`config.mk`:
```
export PLATFORM = sky130hd
export DESIGN_NAME = imm_gen_pipe
export DESIGN_NICKNAME = d
export VERILOG_FILES = /design/src/rtl/imm_gen_pipe.sv
export SDC_FILE = /design/constraint.sdc
export NUM_CORES = 1
export LEC_CHECK = 0
export BUFFER_PORTS_ARGS = -buffer_cell sky130_fd_sc_hd__buf_2
export CAP_MARGIN = 10
export CORE_MARGIN = 3
export CORE_UTILIZATION = 55
export CTS_CLUSTER_DIAMETER = 40
export DETAILED_ROUTE_END_ITERATION = 8
export PLACE_DENSITY = 0.8
export RECOVER_POWER = 25
export SLEW_MARGIN = 20
export SYNTH_ARGS = -nofsm -noshare
export SYNTH_HDL_FRONTEND = slang
export SYNTH_SLANG_ARGS = --single-unit
```
`constraint.sdc`:
```
create_clock -name clk -period 2.25 [get_ports clk]
set_input_delay 0.225 -clock clk [delete_from_list [all_inputs] [get_ports clk]]
set_output_delay 0.225 -clock clk [all_outputs]
set_load 0.02 [all_outputs]
```
`src/rtl/imm_gen_pipe.sv`:
```
// imm_gen_pipe: RISC-V immediate decode stage feeding a 2-entry in-order FIFO.
// Each instruction is decoded when it is enqueued. The buffer stores the
// extended immediate, the format code, the illegal flag and a pass-through tag.
// Optional build macro: IMM_GEN_CSR_EN enables decode of the SYSTEM opcode
// (CSR immediate forms become fmt 6, register forms become I-type). When it is
// left undefined, SYSTEM decodes as unknown/illegal.
//
// Handshake: a transfer happens on a rising edge where valid && ready are both
// high. Upstream: push = in_valid && in_ready. Downstream: pop = out_valid &&
// out_ready. in_ready depends only on the registered count, so there is no
// combinational path from out_ready to in_ready. out_* hold the head entry
// stable while out_valid && !out_ready.
module imm_gen_pipe #(
   parameter int XLEN  = 32,   // 32 or 64
   parameter int TAG_W = 6
) (
   input  logic             clk,
   input  logic             rst_n,
   input  logic             flush,
   input  logic             in_valid,
   output logic             in_ready,
   input  logic [31:0]      in_insn,
   input  logic [TAG_W-1:0] in_tag,
   output logic             out_valid,
   input  logic             out_ready,
   output logic [XLEN-1:0]  out_imm,
   output logic [2:0]       out_fmt,
   output logic             out_illegal,
   output logic [TAG_W-1:0] out_tag
);

   // Format codes presented on out_fmt
   localparam logic [2:0] FMT_R   = 3'd0;
   localparam logic [2:0] FMT_I   = 3'd1;
   localparam logic [2:0] FMT_S   = 3'd2;
   localparam logic [2:0] FMT_B   = 3'd3;
   localparam logic [2:0] FMT_U   = 3'd4;
   localparam logic [2:0] FMT_J   = 3'd5;
   localparam logic [2:0] FMT_Z   = 3'd6;
   localparam logic [2:0] FMT_UNK = 3'd7;

   // Major opcodes (insn[6:0])
   localparam logic [6:0] OP_REG    = 7'b0110011;
   localparam logic [6:0] OP_IMM    = 7'b0010011;
   localparam logic [6:0] OP_LOAD   = 7'b0000011;
   localparam logic [6:0] OP_JALR   = 7'b1100111;
   localparam logic [6:0] OP_STORE  = 7'b0100011;
   localparam logic [6:0] OP_BRANCH = 7'b1100011;
   localparam logic [6:0] OP_LUI    = 7'b0110111;
   localparam logic [6:0] OP_AUIPC  = 7'b0010111;
   localparam logic [6:0] OP_JAL    = 7'b1101111;
   localparam logic [6:0] OP_IMM32  = 7'b0011011;
   localparam logic [6:0] OP_REG32  = 7'b0111011;
   localparam logic [6:0] OP_SYSTEM = 7'b1110011;

   // ------------------------------------------------------------------
   // Decode
   // ------------------------------------------------------------------
   logic signed [31:0] dec_imm32;
   logic [XLEN-1:0]    dec_imm;
   logic [2:0]         dec_fmt;
   logic               dec_ill;
   logic [6:0]         opc;

   // Classify the opcode and assemble the 32-bit immediate; the final width
   // cast sign-extends from bit 31 (U-type included) because dec_imm32 is
   // signed. The CSR zimm has bit 31 clear, so it ends up zero-extended.
   always_comb begin
      opc       = in_insn[6:0];
      dec_imm32 = '0;
      dec_fmt   = FMT_UNK;
      dec_ill   = 1'b1;
      case (opc)
         OP_REG: begin
            dec_fmt = FMT_R;
            dec_ill = 1'b0;
         end
         OP_IMM, OP_LOAD, OP_JALR: begin
            dec_fmt   = FMT_I;
            dec_ill   = 1'b0;
            dec_imm32 = {{20{in_insn[31]}}, in_insn[31:20]};
         end
         OP_STORE: begin
            dec_fmt   = FMT_S;
            dec_ill   = 1'b0;
            dec_imm32 = {{20{in_insn[31]}}, in_insn[31:25], in_insn[11:7]};
         end
         OP_BRANCH: begin
            dec_fmt   = FMT_B;
            dec_ill   = 1'b0;
            dec_imm32 = {{19{in_insn[31]}}, in_insn[31], in_insn[7],
                         in_insn[30:25], in_insn[11:8], 1'b0};
         end
         OP_LUI, OP_AUIPC: begin
            dec_fmt   = FMT_U;
            dec_ill   = 1'b0;
            dec_imm32 = {in_insn[31:12], 12'b0};
         end
         OP_JAL: begin
            dec_fmt   = FMT_J;
            dec_ill   = 1'b0;
            dec_imm32 = {{11{in_insn[31]}}, in_insn[31], in_insn[19:12],
                         in_insn[20], in_insn[30:21], 1'b0};
         end
         OP_IMM32: begin
            // Word-immediate ops exist only on RV64
            if (XLEN == 64) begin
               dec_fmt   = FMT_I;
               dec_ill   = 1'b0;
               dec_imm32 = {{20{in_insn[31]}}, in_insn[31:20]};
            end
         end
         OP_REG32: begin
            if (XLEN == 64) begin
               dec_fmt = FMT_R;
               dec_ill = 1'b0;
            end
         end
`ifdef IMM_GEN_CSR_EN
         OP_SYSTEM: begin
            dec_ill = 1'b0;
            if (in_insn[14]) begin
               dec_fmt   = FMT_Z;
               dec_imm32 = {27'b0, in_insn[19:15]};
            end else begin
               dec_fmt   = FMT_I;
               dec_imm32 = {{20{in_insn[31]}}, in_insn[31:20]};
            end
         end
`else
         OP_SYSTEM: begin
            dec_fmt = FMT_UNK;
            dec_ill = 1'b1;
         end
`endif
         default: begin
            dec_fmt = FMT_UNK;
            dec_ill = 1'b1;
         end
      endcase
      dec_imm = XLEN'(dec_imm32);
   end

   // ------------------------------------------------------------------
   // 2-entry FIFO control
   // ------------------------------------------------------------------
   logic [1:0] count_q, count_d;
   logic       wr_ptr_q, wr_ptr_d;
   logic       rd_ptr_q, rd_ptr_d;
   logic       push, pop;

   logic [XLEN-1:0]  imm_q [2];
   logic [2:0]       fmt_q [2];
   logic             ill_q [2];
   logic [TAG_W-1:0] tag_q [2];

   assign in_ready  = (count_q != 2'd2);
   assign out_valid = (count_q != 2'd0);
   assign push      = in_valid && in_ready;
   assign pop       = out_valid && out_ready;

   // Next count and pointers; flush wins over any push or pop this cycle
   always_comb begin
      count_d  = count_q;
      wr_ptr_d = wr_ptr_q;
      rd_ptr_d = rd_ptr_q;
      if (flush) begin
         count_d  = 2'd0;
         wr_ptr_d = 1'b0;
         rd_ptr_d = 1'b0;
      end else begin
         if (push) wr_ptr_d = ~wr_ptr_q;
         if (pop)  rd_ptr_d = ~rd_ptr_q;
         case ({push, pop})
            2'b10:   count_d = count_q + 2'd1;
            2'b01:   count_d = count_q - 2'd1;
            default: count_d = count_q;
         endcase
      end
   end

   // Control state register, cleared asynchronously
   always_ff @(posedge clk or negedge rst_n) begin
      if (!rst_n) begin
         count_q  <= 2'd0;
         wr_ptr_q <= 1'b0;
         rd_ptr_q <= 1'b0;
      end else begin
         count_q  <= count_d;
         wr_ptr_q <= wr_ptr_d;
         rd_ptr_q <= rd_ptr_d;
      end
   end

   // Entry storage; cleared on reset so the head reads zero while in reset
   always_ff @(posedge clk or negedge rst_n) begin
      if (!rst_n) begin
         for (int i = 0; i < 2; i++) begin
            imm_q[i] <= '0;
            fmt_q[i] <= '0;
            ill_q[i] <= 1'b0;
            tag_q[i] <= '0;
         end
      end else if (push && !flush) begin
         imm_q[wr_ptr_q] <= dec_imm;
         fmt_q[wr_ptr_q] <= dec_fmt;
         ill_q[wr_ptr_q] <= dec_ill;
         tag_q[wr_ptr_q] <= in_tag;
      end
   end

   assign out_imm     = imm_q[rd_ptr_q];
   assign out_fmt     = fmt_q[rd_ptr_q];
   assign out_illegal = ill_q[rd_ptr_q];
   assign out_tag     = tag_q[rd_ptr_q];

endmodule

```
==> impl_summary.txt, run 1 <==
----------------------------------------------------
[Power and ir drop]
  Cell internal power dissipation ... between 2 and 3 mW
  Seq pwr share ... between 40 and 50%
  Cell Pwr Density ... 793 nW/µm²
  Switching share of power ... 31.4%
  Portion of total power attributed to combinational logic ... 23.6%
  Clk pwr share ... 27.2%
  Pleak ... between 2 and 2.5 nW
  IR drop worst, VDD ... 0.557 mV
  Net switching power figure ... 1.26 mW

[Place]
  Total of buffers placed on input and output ports ... 86
  HPWL after DPL ... around 7400 µm
  Placed Instances ... between 500 and 600
  Final weighted congestion of routability-driven global placement ... between 0.8 and 0.9

[Worst setup path]
  Worst EP required ... roughly 2000 ps
  Top Family by Delay on Critical Path ... flip-flops
  Type of the worst setup path ... flip-flop to primary output
  Crit-path max FO ... 19
  Signal arrival time at the worst endpoint ... ~1800 ps
  Slowest cell on crit path ... sky130_fd_sc_hd__dfrtp_2
  Critical-path cell list ... buf_12 -> mux2_2 -> buf_2
  Kind of launch point of the worst setup path ... flip-flop
  Capturing element type of the critical path ... primary output
  Buf/Inv on CP ... 2
  Worst stage delay on the critical path ... 690 ps

[Route]
  Mean routed wirelength per cell ... between 15 and 20 µm
  Total detailed-routing wirelength ... 10300 µm
  Final routed DRC violation total ... 0
  Detailed-routing iteration count for the pre-antenna-repair pass ... 4
  DR vias/cell ... between 5 and 6
  Total via count in the routed design ... around 3400
  Count of routing violations after the opening detailed-route iteration ... roughly 250
  Antenna Violating Nets Remaining ... 0

[Yosys]
  Post-synth ARST share ... 100%
  Area fraction of the dominant cell type after synthesis ... between 50% and 60%
  Count of unique library cells instantiated by Yosys ... 49
  Share of the yosys chip area belonging to registers ... between 50% and 60%
  Syn nets ... 440
  Cells after synthesis ... 397
  Avg Cell Area, Syn ... approximately 11 µm²
  Most instantiated cells after synthesis ... sky130_fd_sc_hd__dfrtp_1 (88), sky130_fd_sc_hd__nand2_1 (64), sky130_fd_sc_hd__mux2_2 (48)
  Flip-flop and latch count after synthesis ... 88
  Summed instance area of the synthesized netlist ... 4320 µm²
  Largest cells by area after synthesis ... sky130_fd_sc_hd__dfrtp_1 (51%), sky130_fd_sc_hd__mux2_2 (12%), sky130_fd_sc_hd__nand2_1 (5.6%)
  Post-synth top area cell ... sky130_fd_sc_hd__dfrtp_1
  Most common cell in the synthesized netlist ... sky130_fd_sc_hd__dfrtp_1
  Number of synthesized flops with an enable pin ... 0
  Count of warnings emitted by yosys ... 0
  Main flop type after synthesis ... sky130_fd_sc_hd__dfrtp_1

[Final layout]
  Area used by multi-input combinational logic ... 1980 µm²
  Net count of the finished layout ... ~520
  Non-filler cells in the finished layout ... 583
  Area added between synthesis and finish ... 17.1%
  Storage cell area ... approximately 2200 µm²
  Number of antenna diodes ... 0
  Number of fill cells ... 591
  Share of cells above drive strength 1 ... 38.0%

[Timing]
  Final period utilization ... approximately nine tenths
  Final critical delay including setup and external delays ... between 2000 and 2500 ps
  Final-report setup violation count ... 0
  Maximum clock frequency ... just under 500 MHz
  Hold slack ... roughly 69 ps
  Relative slew margins ... roughly 12%
  Clock Skew ... between 6 and 7 ps
  Final Hold Viols ... 0
  Measured slew at the worst slew-check pin ... roughly 1300 ps
  Pins Over Slew Limit ... 0
  Final total negative setup slack ... 0 ps
  Unrepaired setup endpoints after global routing ... false

[CTS]
  CTS tree ... yes
  Buffer type at the clock tree root ... sky130_fd_sc_hd__clkbuf_8
  Number of cells upsized or downsized after cts ... 0
  H-tree levels ... 3
  Clock tree sinks ... 88
  Number of CTS-inserted buffers ... 9
  Hold-fix buffers at CTS ... 1
  Longest Clk Path Bufs ... 2
  Post CTS Setup Buffer Count ... 0
  Insertion delay of the later-clocked pin in the worst-skew pair ... approximately 350 ps
  Clock-pin slew on the worst setup and hold paths ... roughly 90 ps

[Global routing]
  Via count of the first global-routing pass ... between 3000 and 4000
  Tot GR Track Use ... ~25%
  Antenna violations before repair ... 0
  Maximum number of pins on one net before global-route repair ... 52
  First-pass GRT wire length ... between 15000 and 20000 µm
  Remaining Overflow, GRT ... 0

[Run]
  Number of max-cap violations ... 0

[Die]
  Starting density of the core ... a little under 60%
  Number of core rows ... 31
  Core region area ... 7450 µm²
  DIE HEIGHT ... between 90 and 100 µm
  Number of top-level pins ... 87
  Die footprint ... approximately 9000 µm²
  Overall die width ... 94.7 µm

[Min path]
  Hold Crit Class ... input pin to flip-flop

[Outcome]
  Outcome ... finished, final reports clean

----------------------------------------------------
cell usage in the layout (no fill, tap or decap), drive strengths merged, types with 2 or more instances in the layout:
master    instances
a22o             13
and4b             2
clkinvlp          2
and2b             2
clkbuf           10
a31oi            10
nor2b             4
and3              3
clkinv            2
and2              2
o211ai            6
nor2             39
nand2            64
nand3             8
nor4              2
inv               2
nor3              3
nand3b            3
dfrtp            88
a221o            16
nand2b            4
o21ai             6
xor2              2
a21oi            28
mux2             50
nor4b             2
buf              96
power by group through the flow:
stage	Sequential [mW]	Combinational, mW	Clock (mW)
2_1_floorplan	1.95	0.664	0
4_1_cts	1.98	0.955	1.11
3_3_place_gp	1.99	0.921	0
3_5_place_dp	2.01	0.946	0
6_report	1.98	0.946	1.09
5_1_grt	2.01	1.04	1.17
layer usage:
metal	up-vias	track usage, %	part of all wire [%]
met4	0	8.41	1.5
met5	-	0	0
li1	1602	-	-
met3	15	4.46	6.3
met1	1712	34.5	45
met2	118	39.2	48
state kept, by name, indices dropped and copies added (netlist names):
| register | flops |
|---|---|
| wr_ptr_q | 1 |
| count_q | 2 |
| rd_ptr_q | 1 |
| tag_q | 12 |
| ill_q | 2 |
| imm_q | 64 |
| fmt_q | 6 |
final cells by class:
type / count / area share, %
clock inverters: 6 / 1.38
multi-input cells: 282 / 39.1
inverters: 1 / 0.0741
well taps: 99 / 2.45
clock buffers: 9 / 2.45
repair buffers: 98 / 11.1
flip-flops and latches: 88 / 43.5
cell families (layout without fill, tap and decap cells):
kind of cell | Yosys count | in the layout | share of synthesized area, %
AO/OA/AOI/OAI | 84 | 84 | 14.5
XOR/XNOR | 2 | 2 | 0.405
buffers and inverters | 27 | 114 | 3.33
flip-flops | 88 | 88 | 50.9
multiplexers | 51 | 51 | 13.3
AND/OR/NAND/NOR | 145 | 145 | 17.6
worst paths after layout:
check | start | to | slack [ps] | cells after the start
max | rd_ptr_q | out_imm[29] | 220 | 3
min | in_tag[5] | tag_q[11] | 70 | 3
max reg2reg | count_q[0] | imm_q[13] | 270 | 4
min reg2reg | tag_q[11] | tag_q[11] | 480 | 2
max in group asynchronous | rst_n | rd_ptr_q | 680 | 2
min in group asynchronous | rst_n | imm_q[41] | 690 | 2
worst register-to-register path: stages, from the launching register on:
cell and delay [ps]:
sky130_fd_sc_hd__dfrtp_1 420, sky130_fd_sc_hd__nand2b_1 290, sky130_fd_sc_hd__nand3_2 410, sky130_fd_sc_hd__nor2_1 590, sky130_fd_sc_hd__a221o_2 210
through the flow:
stage | setup WS, ps | util, % | total power [mW] | area [µm²]
after floorplan | 620 | - | 2.62 | 4320
after global placement | 389 | 65.3 | 2.91 | 4860
after detailed placement | 367 | 65.3 | 2.95 | 4860
after CTS | 223 | 68.0 | 4.04 | 5070
after global routing | 138 | 68.0 | 4.22 | 5060
final | 224 | 68.0 | 4.02 | 5060
Power figures use the tool's default switching activity.
==> run 2, diff against run 1 <==
ABC_AREA = 1   (was unset)
CORE_ASPECT_RATIO = 0.5   (was unset)
PLACE_DENSITY = 0.79   (was 0.8)
TNS_END_PERCENT = 100   (was unset)
==> impl_summary.txt, run 2 <==
----------------------------------------------------
[Outcome]
  Outcome ... finished, final reports clean (unchanged)

[Yosys]
  Number of synthesized flops with an enable pin ... 0 (unchanged)
  Flip-flop and latch count after synthesis ... 88 (unchanged)
  Main flop type after synthesis ... sky130_fd_sc_hd__dfrtp_1 (unchanged)
  Summed instance area of the synthesized netlist ... 4690 µm² (was 4320 µm²)
  Count of warnings emitted by yosys ... 0 (unchanged)
  Most common cell in the synthesized netlist ... sky130_fd_sc_hd__nand2_1 (was sky130_fd_sc_hd__dfrtp_1)
  Post-synth top area cell ... sky130_fd_sc_hd__dfrtp_1 (unchanged)
  Post-synth ARST share ... 100% (unchanged)
  Cells after synthesis ... 696 (was 397)
  Share of the yosys chip area belonging to registers ... 46.9% (was 50.9%)
  Syn nets ... 739 (was 440)
  Largest cells by area after synthesis ... sky130_fd_sc_hd__dfrtp_1 (47%), sky130_fd_sc_hd__nand2_1 (34%), sky130_fd_sc_hd__nand3_1 (6.2%) (was sky130_fd_sc_hd__dfrtp_1 (51%), sky130_fd_sc_hd__mux2_2 (12%), sky130_fd_sc_hd__nand2_1 (5.6%))
  Count of unique library cells instantiated by Yosys ... 24 (was 49)
  Avg Cell Area, Syn ... 6.74 µm² (was 10.9 µm²)
  Area fraction of the dominant cell type after synthesis ... 46.9% (was 50.9%)
  Most instantiated cells after synthesis ... sky130_fd_sc_hd__nand2_1 (426), sky130_fd_sc_hd__dfrtp_1 (88), sky130_fd_sc_hd__nand3_1 (58) (was sky130_fd_sc_hd__dfrtp_1 (88), sky130_fd_sc_hd__nand2_1 (64), sky130_fd_sc_hd__mux2_2 (48))

[Die]
  Overall die width ... 137 µm (was 94.7 µm)
  Number of core rows ... 23 (was 31)
  Die footprint ... 9740 µm² (was 8960 µm²)
  Core region area ... 8140 µm² (was 7450 µm²)
  Number of top-level pins ... 87 (unchanged)
  DIE HEIGHT ... 71.3 µm (was 94.7 µm)
  Starting density of the core ... 57.6% (was 58.1%)

[Final layout]
  Number of antenna diodes ... 0 (unchanged)
  Commonest non-fill, non-tap cell in the layout ... sky130_fd_sc_hd__nand2_1 (was sky130_fd_sc_hd__dfrtp_1)
  Area used by multi-input combinational logic ... 2210 µm² (was 1980 µm²)
  Most frequent cells in the layout ... sky130_fd_sc_hd__nand2_1 (426), sky130_fd_sc_hd__dfrtp_1 (88), sky130_fd_sc_hd__buf_2 (85) (was sky130_fd_sc_hd__dfrtp_1 (87), sky130_fd_sc_hd__buf_2 (85), sky130_fd_sc_hd__nand2_1 (64))
  Number of fill cells ... 719 (was 591)
  Register ranked first by flip-flop count ... imm_q (unchanged)
  Non-filler cells in the finished layout ... 887 (was 583)
  Largest registers in the final layout ... imm_q: 64 flops, tag_q: 12 flops, fmt_q: 6 flops (unchanged)
  Flip-flop count of the largest register, all copies and words added ... 64 (unchanged)
  Share of cells above drive strength 1 ... 16.4% (was 38.0%)
  Final design instance area without fill ... 5600 µm² (was 5060 µm²)
  Area added between synthesis and finish ... 19.3% (was 17.1%)
  Net count of the finished layout ... 813 (was 523)
  Storage cell area ... 2200 µm² (about the same)

[Timing]
  Final total negative setup slack ... 0 ps (unchanged)
  Final period utilization ... 78.0% (was 90.0%)
  Relative slew margins ... 35.8% (was 12.3%)
  Worst Slack Setup Final ... 494 ps (was 224 ps)
  Measured slew at the worst slew-check pin ... 963 ps (was 1320 ps)
  Final Hold Viols ... 0 (unchanged)
  Maximum clock frequency ... 569 MHz (was 494 MHz)
  Clock Skew ... 5.55 ps (was 6.10 ps)
  Final-report setup violation count ... 0 (unchanged)
  Pins Over Slew Limit ... 0 (unchanged)
  Unrepaired setup endpoints after global routing ... false (unchanged)
  Final critical delay including setup and external delays ... 1760 ps (was 2030 ps)

[CTS]
  Clock tree sinks ... 88 (unchanged)
  Insertion delay of the later-clocked pin in the worst-skew pair ... 340 ps (was 350 ps)
  Longest Clk Path Bufs ... 2 (unchanged)
  Post CTS Setup Buffer Count ... 0 (unchanged)
  Number of cells upsized or downsized after cts ... 0 (unchanged)
  Clock-pin slew on the worst setup and hold paths ... 60 ps (was 90 ps)
  Buffer type at the clock tree root ... sky130_fd_sc_hd__clkbuf_16 (was sky130_fd_sc_hd__clkbuf_8)
  Hold-fix buffers at CTS ... 1 (unchanged)
  Number of CTS-inserted buffers ... 9 (unchanged)
  CTS tree ... yes (unchanged)
  H-tree levels ... 3 (unchanged)

[Worst setup path]
  Worst EP required ... 2030 ps (about the same)
  Slowest cell on crit path ... sky130_fd_sc_hd__buf_4 (was sky130_fd_sc_hd__dfrtp_2)
  Signal arrival time at the worst endpoint ... 1530 ps (was 1800 ps)
  Crit-path max FO ... 42 (was 19)
  Capturing element type of the critical path ... primary output (unchanged)
  Type of the worst setup path ... flip-flop to primary output (unchanged)
  Worst stage delay on the critical path ... 430 ps (was 690 ps)
  Most frequent cell on the critical path ... sky130_fd_sc_hd__nand2_1
  Kind of launch point of the worst setup path ... flip-flop (unchanged)
  Critical-path cell list ... buf_4 -> nand2_1 -> nand2_1 -> buf_2 (was buf_12 -> mux2_2 -> buf_2)

[Route]
  Count of routing violations after the opening detailed-route iteration ... 317 (was 246)
  Total detailed-routing wirelength ... 12400 µm (was 10300 µm)
  Detailed-routing iteration count for the pre-antenna-repair pass ... 5 (was 4)
  Antenna Violating Nets Remaining ... 0 (unchanged)
  Mean routed wirelength per cell ... 13.9 µm (was 17.7 µm)
  DR vias/cell ... 5.16 (was 5.91)
  Total via count in the routed design ... 4573 (was 3447)
  Final routed DRC violation total ... 0 (unchanged)

[Global routing]
  Via count of the first global-routing pass ... 4402 (was 3390)
  Maximum number of pins on one net before global-route repair ... 51 (was 52)
  First-pass GRT wire length ... 21000 µm (was 17100 µm)
  Remaining Overflow, GRT ... 0 (unchanged)
  Antenna violations before repair ... 0 (unchanged)
  Tot GR Track Use ... 27.1% (was 24.7%)

[Power and ir drop]
  Pleak ... 3.49 nW (was 2.37 nW)
  Cell Pwr Density ... 931 nW/µm² (was 793 nW/µm²)
  IR drop worst, VDD ... 0.910 mV (was 0.557 mV)
  Total power consumption of the routed design ... 5.21 mW (was 4.02 mW)

[Min path]
  Hold Crit Class ... input pin to flip-flop (unchanged)

[Run]
  Number of max-cap violations ... 0 (unchanged)

[Place]
  Final weighted congestion of routability-driven global placement ... 0.912 (was 0.823)
  Placed Instances ... 870 (was 567)
  Total of buffers placed on input and output ports ... 86 (unchanged)
  Pre-CTS WS ... 403 ps (was 367 ps)
  DP Area ... 5220 µm² (was 4860 µm²)
  HPWL after DPL ... 7830 µm (was 7360 µm)

----------------------------------------------------
## run 2: changes by cell type in the layout (fill, tap and decap cells not counted), moves of 13 or more
cell,delta
sky130_fd_sc_hd__nand2_1,+362
sky130_fd_sc_hd__a21oi_1,-27
sky130_fd_sc_hd__mux2_2,-48
sky130_fd_sc_hd__inv_1,+20
sky130_fd_sc_hd__nand3_1,+52
sky130_fd_sc_hd__a22o_1,-13
## run 2: routing by layer
metal	global-route usage (%)	wire [µm]
met1	36.5	5430
met2	43.3	5670
met3	7.57	1140
met4	8.16	123
met5	0	0
## run 2: stage by stage
step	hold WS (ps)	util, %
floorplan	-70.6	-
global placement	218	64.1
detailed placement	219	64.1
CTS	134	68.7
global route	163	68.7
finish	145	68.7
## run 2: worst paths after layout
| check | from | end | slack, ps | depth (start not counted) |
|---|---|---|---|---|
| worst max-delay path | rd_ptr_q | out_imm[10] | 490 | 4 |
| worst min-delay path | in_tag[0] | tag_q[6] | 150 | 3 |
| worst max register to register | count_q[0] | ill_q[0] | 510 | 6 |
| worst min register to register | imm_q[40] | imm_q[40] | 480 | 2 |
| max in group asynchronous | rst_n | imm_q[36] | 910 | 3 |
| min in group asynchronous | rst_n | count_q[1] | 560 | 2 |
## run 2: cell families after synthesis
kind of cell	Yosys count	share of synthesized area (%)
AOI/OAI and AO/OA	17	1.81
and+or+nand+nor	528	45.2
buffers and inverters	62	5.87
xor gates and xnor gates	1	0.187
DFF	88	46.9
## run 2: area by class of cell
cell class | count | area share [%]
well taps | 112 | 2.50
inverters | 25 | 1.68
repair buffers | 100 | 10.3
flip-flops and latches | 88 | 39.4
clock buffers | 11 | 4.34
clock inverters | 5 | 2.28
multi-input cells | 546 | 39.6
## run 2: worst max-delay path, delay by kind of cell (launching register included)
family,cells,cell delay [ps]
flip-flops,1,350
AND/OR/NAND/NOR,2,220
buffers and inverters,2,600
## run 2: power breakdown
part | total [mW] | leakage (nW) | internal, mW | switching, mW
registers | 2.00 | 1.18 | 1.85 | 0.152
logic | 1.36 | 2.13 | 0.422 | 0.933
clock network | 1.85 | 0.176 | 1.23 | 0.620
total | 5.21 | 3.49 | 3.50 | 1.71
==> run 3, diff against run 2 <==
clock period = 1.7 ns   (was 2.25 ns; I/O delays follow)
==> impl_summary.txt, run 3 (synthesis gave the netlist of run 2 again) <==
----------------------------------------------------
[Place]
  HPWL after DPL ... 8040 µm (was 7830 µm)
  DP Area ... 5280 µm² (was 5220 µm²)
  Final weighted congestion of routability-driven global placement ... 0.898 (was 0.912)
  Total of buffers placed on input and output ports ... 86 (unchanged)

[Route]
  Detailed-routing iteration count for the pre-antenna-repair pass ... 5 (unchanged)
  Count of routing violations after the opening detailed-route iteration ... 337 (was 317)
  Final routed DRC violation total ... 0 (unchanged)
  DR vias/cell ... 5.14 (was 5.16)
  Total via count in the routed design ... 4604 (was 4573)
  Antenna Violating Nets Remaining ... 0 (unchanged)
  Total detailed-routing wirelength ... 12400 µm (about the same)
  Mean routed wirelength per cell ... 13.8 µm (was 13.9 µm)

[CTS]
  Longest Clk Path Bufs ... 2 (unchanged)
  Number of CTS-inserted buffers ... 9 (unchanged)
  Clock-pin slew on the worst setup and hold paths ... 60 ps (about the same)
  H-tree levels ... 3 (unchanged)
  Clock tree sinks ... 88 (unchanged)
  Insertion delay of the later-clocked pin in the worst-skew pair ... 340 ps (about the same)
  Post CTS Setup Buffer Count ... 0 (unchanged)
  CTS tree ... yes (unchanged)
  Buffer type at the clock tree root ... sky130_fd_sc_hd__clkbuf_16 (unchanged)

[Timing]
  Unrepaired setup endpoints after global routing ... false (unchanged)
  Final period utilization ... between 90% and 100%
  Pins Over Slew Limit ... 0 (unchanged)
  Final Hold Viols ... 0 (unchanged)
  Final critical delay including setup and external delays ... between 1500 and 2000 ps
  Measured slew at the worst slew-check pin ... 805 ps (was 963 ps)
  Final-report setup violation count ... 0 (unchanged)
  Clock Skew ... 6.86 ps (was 5.55 ps)
  Relative slew margins ... 46.3% (was 35.8%)
  Maximum clock frequency ... roughly 600 MHz
  Final total negative setup slack ... 0 ps (unchanged)

[Global routing]
  Remaining Overflow, GRT ... 0 (unchanged)
  Antenna violations before repair ... 0 (unchanged)
  Via count of the first global-routing pass ... 4385 (was 4402)
  First-pass GRT wire length ... 20800 µm (was 21000 µm)
  Tot GR Track Use ... 26.7% (was 27.1%)
  Maximum number of pins on one net before global-route repair ... 50 (was 51)

[Worst setup path]
  Worst EP required ... 1530 ps (was 2030 ps)
  Most frequent cell on the critical path ... sky130_fd_sc_hd__nand2_1 (unchanged)
  Type of the worst setup path ... flip-flop to primary output (unchanged)
  Crit-path max FO ... 18 (was 42)
  Worst stage delay on the critical path ... 420 ps (was 430 ps)
  Kind of launch point of the worst setup path ... flip-flop (unchanged)
  Critical-path cell list ... inv_4 -> clkbuf_16 -> nand2_1 -> nand2_1 -> buf_2 (was buf_4 -> nand2_1 -> nand2_1 -> buf_2)
  Signal arrival time at the worst endpoint ... 1460 ps (was 1530 ps)
  Slowest cell on crit path ... sky130_fd_sc_hd__dfrtp_1 (was sky130_fd_sc_hd__buf_4)
  Capturing element type of the critical path ... primary output (unchanged)

[Final layout]
  Number of fill cells ... 709 (was 719)
  Net count of the finished layout ... 822 (was 813)
  Number of antenna diodes ... 0 (unchanged)
  Commonest non-fill, non-tap cell in the layout ... sky130_fd_sc_hd__nand2_1 (unchanged)
  Largest registers in the final layout ... imm_q: 64 flops, tag_q: 12 flops, fmt_q: 6 flops (unchanged)
  Area added between synthesis and finish ... 20.6% (was 19.3%)
  Most frequent cells in the layout ... sky130_fd_sc_hd__nand2_1 (426), sky130_fd_sc_hd__dfrtp_1 (88), sky130_fd_sc_hd__buf_2 (85) (unchanged)
  Final design instance area without fill ... 5660 µm² (was 5600 µm²)
  Flip-flop count of the largest register, all copies and words added ... 64 (unchanged)
  Share of cells above drive strength 1 ... 17.5% (was 16.4%)
  Register ranked first by flip-flop count ... imm_q (unchanged)

[Power and ir drop]
  IR drop worst, VDD ... 0.852 mV (was 0.910 mV)
  Cell Pwr Density ... 1190 nW/µm² (was 931 nW/µm²)
  Total power consumption of the routed design ... 6.75 mW (was 5.21 mW)
  Pleak ... 3.53 nW (was 3.49 nW)

[Die]
  Number of core rows ... 23 (unchanged)
  Core region area ... 8140 µm² (unchanged)
  DIE HEIGHT ... 71.3 µm (unchanged)
  Starting density of the core ... 57.6% (unchanged)
  Overall die width ... 137 µm (unchanged)
  Die footprint ... 9740 µm² (unchanged)
  Number of top-level pins ... 87 (unchanged)

[Run]
  Number of max-cap violations ... 0 (unchanged)

[Outcome]
  Outcome ... finished, final reports clean (unchanged)

[Min path]
  Hold Crit Class ... input pin to flip-flop (unchanged)

----------------------------------------------------
## run 3: area by class of cell
cell class / count / area (µm²) / area share [%]
multi-input combinational: 546 / 2210 / 39.1
clock inverter: 5 / 86.3 / 1.53
timing repair buffer: 109 / 664 / 11.7
tap: 112 / 140 / 2.48
inverter: 25 / 98.8 / 1.75
sequential: 88 / 2200 / 38.9
clock buffer: 11 / 253 / 4.47
## run 3: final timing paths
kind	startpoint	end	slack [ps]	cells after the start
worst max-delay path	rd_ptr_q	out_imm[14]	70	5
worst min-delay path	in_tag[5]	tag_q[11]	80	3
worst max register to register	count_q[0]	imm_q[10]	160	7
worst min register to register	imm_q[23]	imm_q[23]	480	2
max in group asynchronous	rst_n	imm_q[59]	490	3
min in group asynchronous	rst_n	count_q[0]	450	2
## run 3: metal layers
| metal | up-vias | global-route usage (%) | routed length, µm |
|---|---|---|---|
| li1 | 2290 | - | - |
| met1 | 2121 | 37.9 | 5590 |
| met2 | 180 | 43.0 | 5670 |
| met3 | 13 | 4.98 | 966 |
| met4 | 0 | 6.59 | 148 |
| met5 | - | 0 | 0 |
## run 3: timing repair
| action | CTS | global route |
|---|---|---|
| resized for setup | 3 | 3 |
| endpoints found under the hold margin | 28 | 0 |
| setup endpoints to repair | 40 | 3 |
| cloned | 0 | 1 |
| hold buffers | 1 | 0 |
| pin swaps | 0 | 0 |
## run 3: worst max-delay path: cells and delay by family (launching register included)
family                 cells  cell delay (ps)
buffers and inverters      3              550
and+or+nand+nor            2              130
DFF                        1              420
## run 3: where the power goes
part,leakage (nW),total (mW),switching (mW),internal [mW]
Combinational,2.18,1.89,1.28,0.606
Clock,0.166,2.21,0.833,1.38
Sequential,1.18,2.65,0.202,2.45
Total,3.53,6.75,2.31,4.44
## run 3: per-stage QoR
step	hold slack (ps)	util, %	std cells	worst slack, ps
2_1_floorplan	-126	-	696	213
3_3_place_gp	129	64.8	878	54.5
3_5_place_dp	130	64.8	878	-10.2
4_1_cts	83.9	69.2	895	67.6
5_1_grt	102	69.5	896	5.47
6_report	84.6	69.5	896	71.8
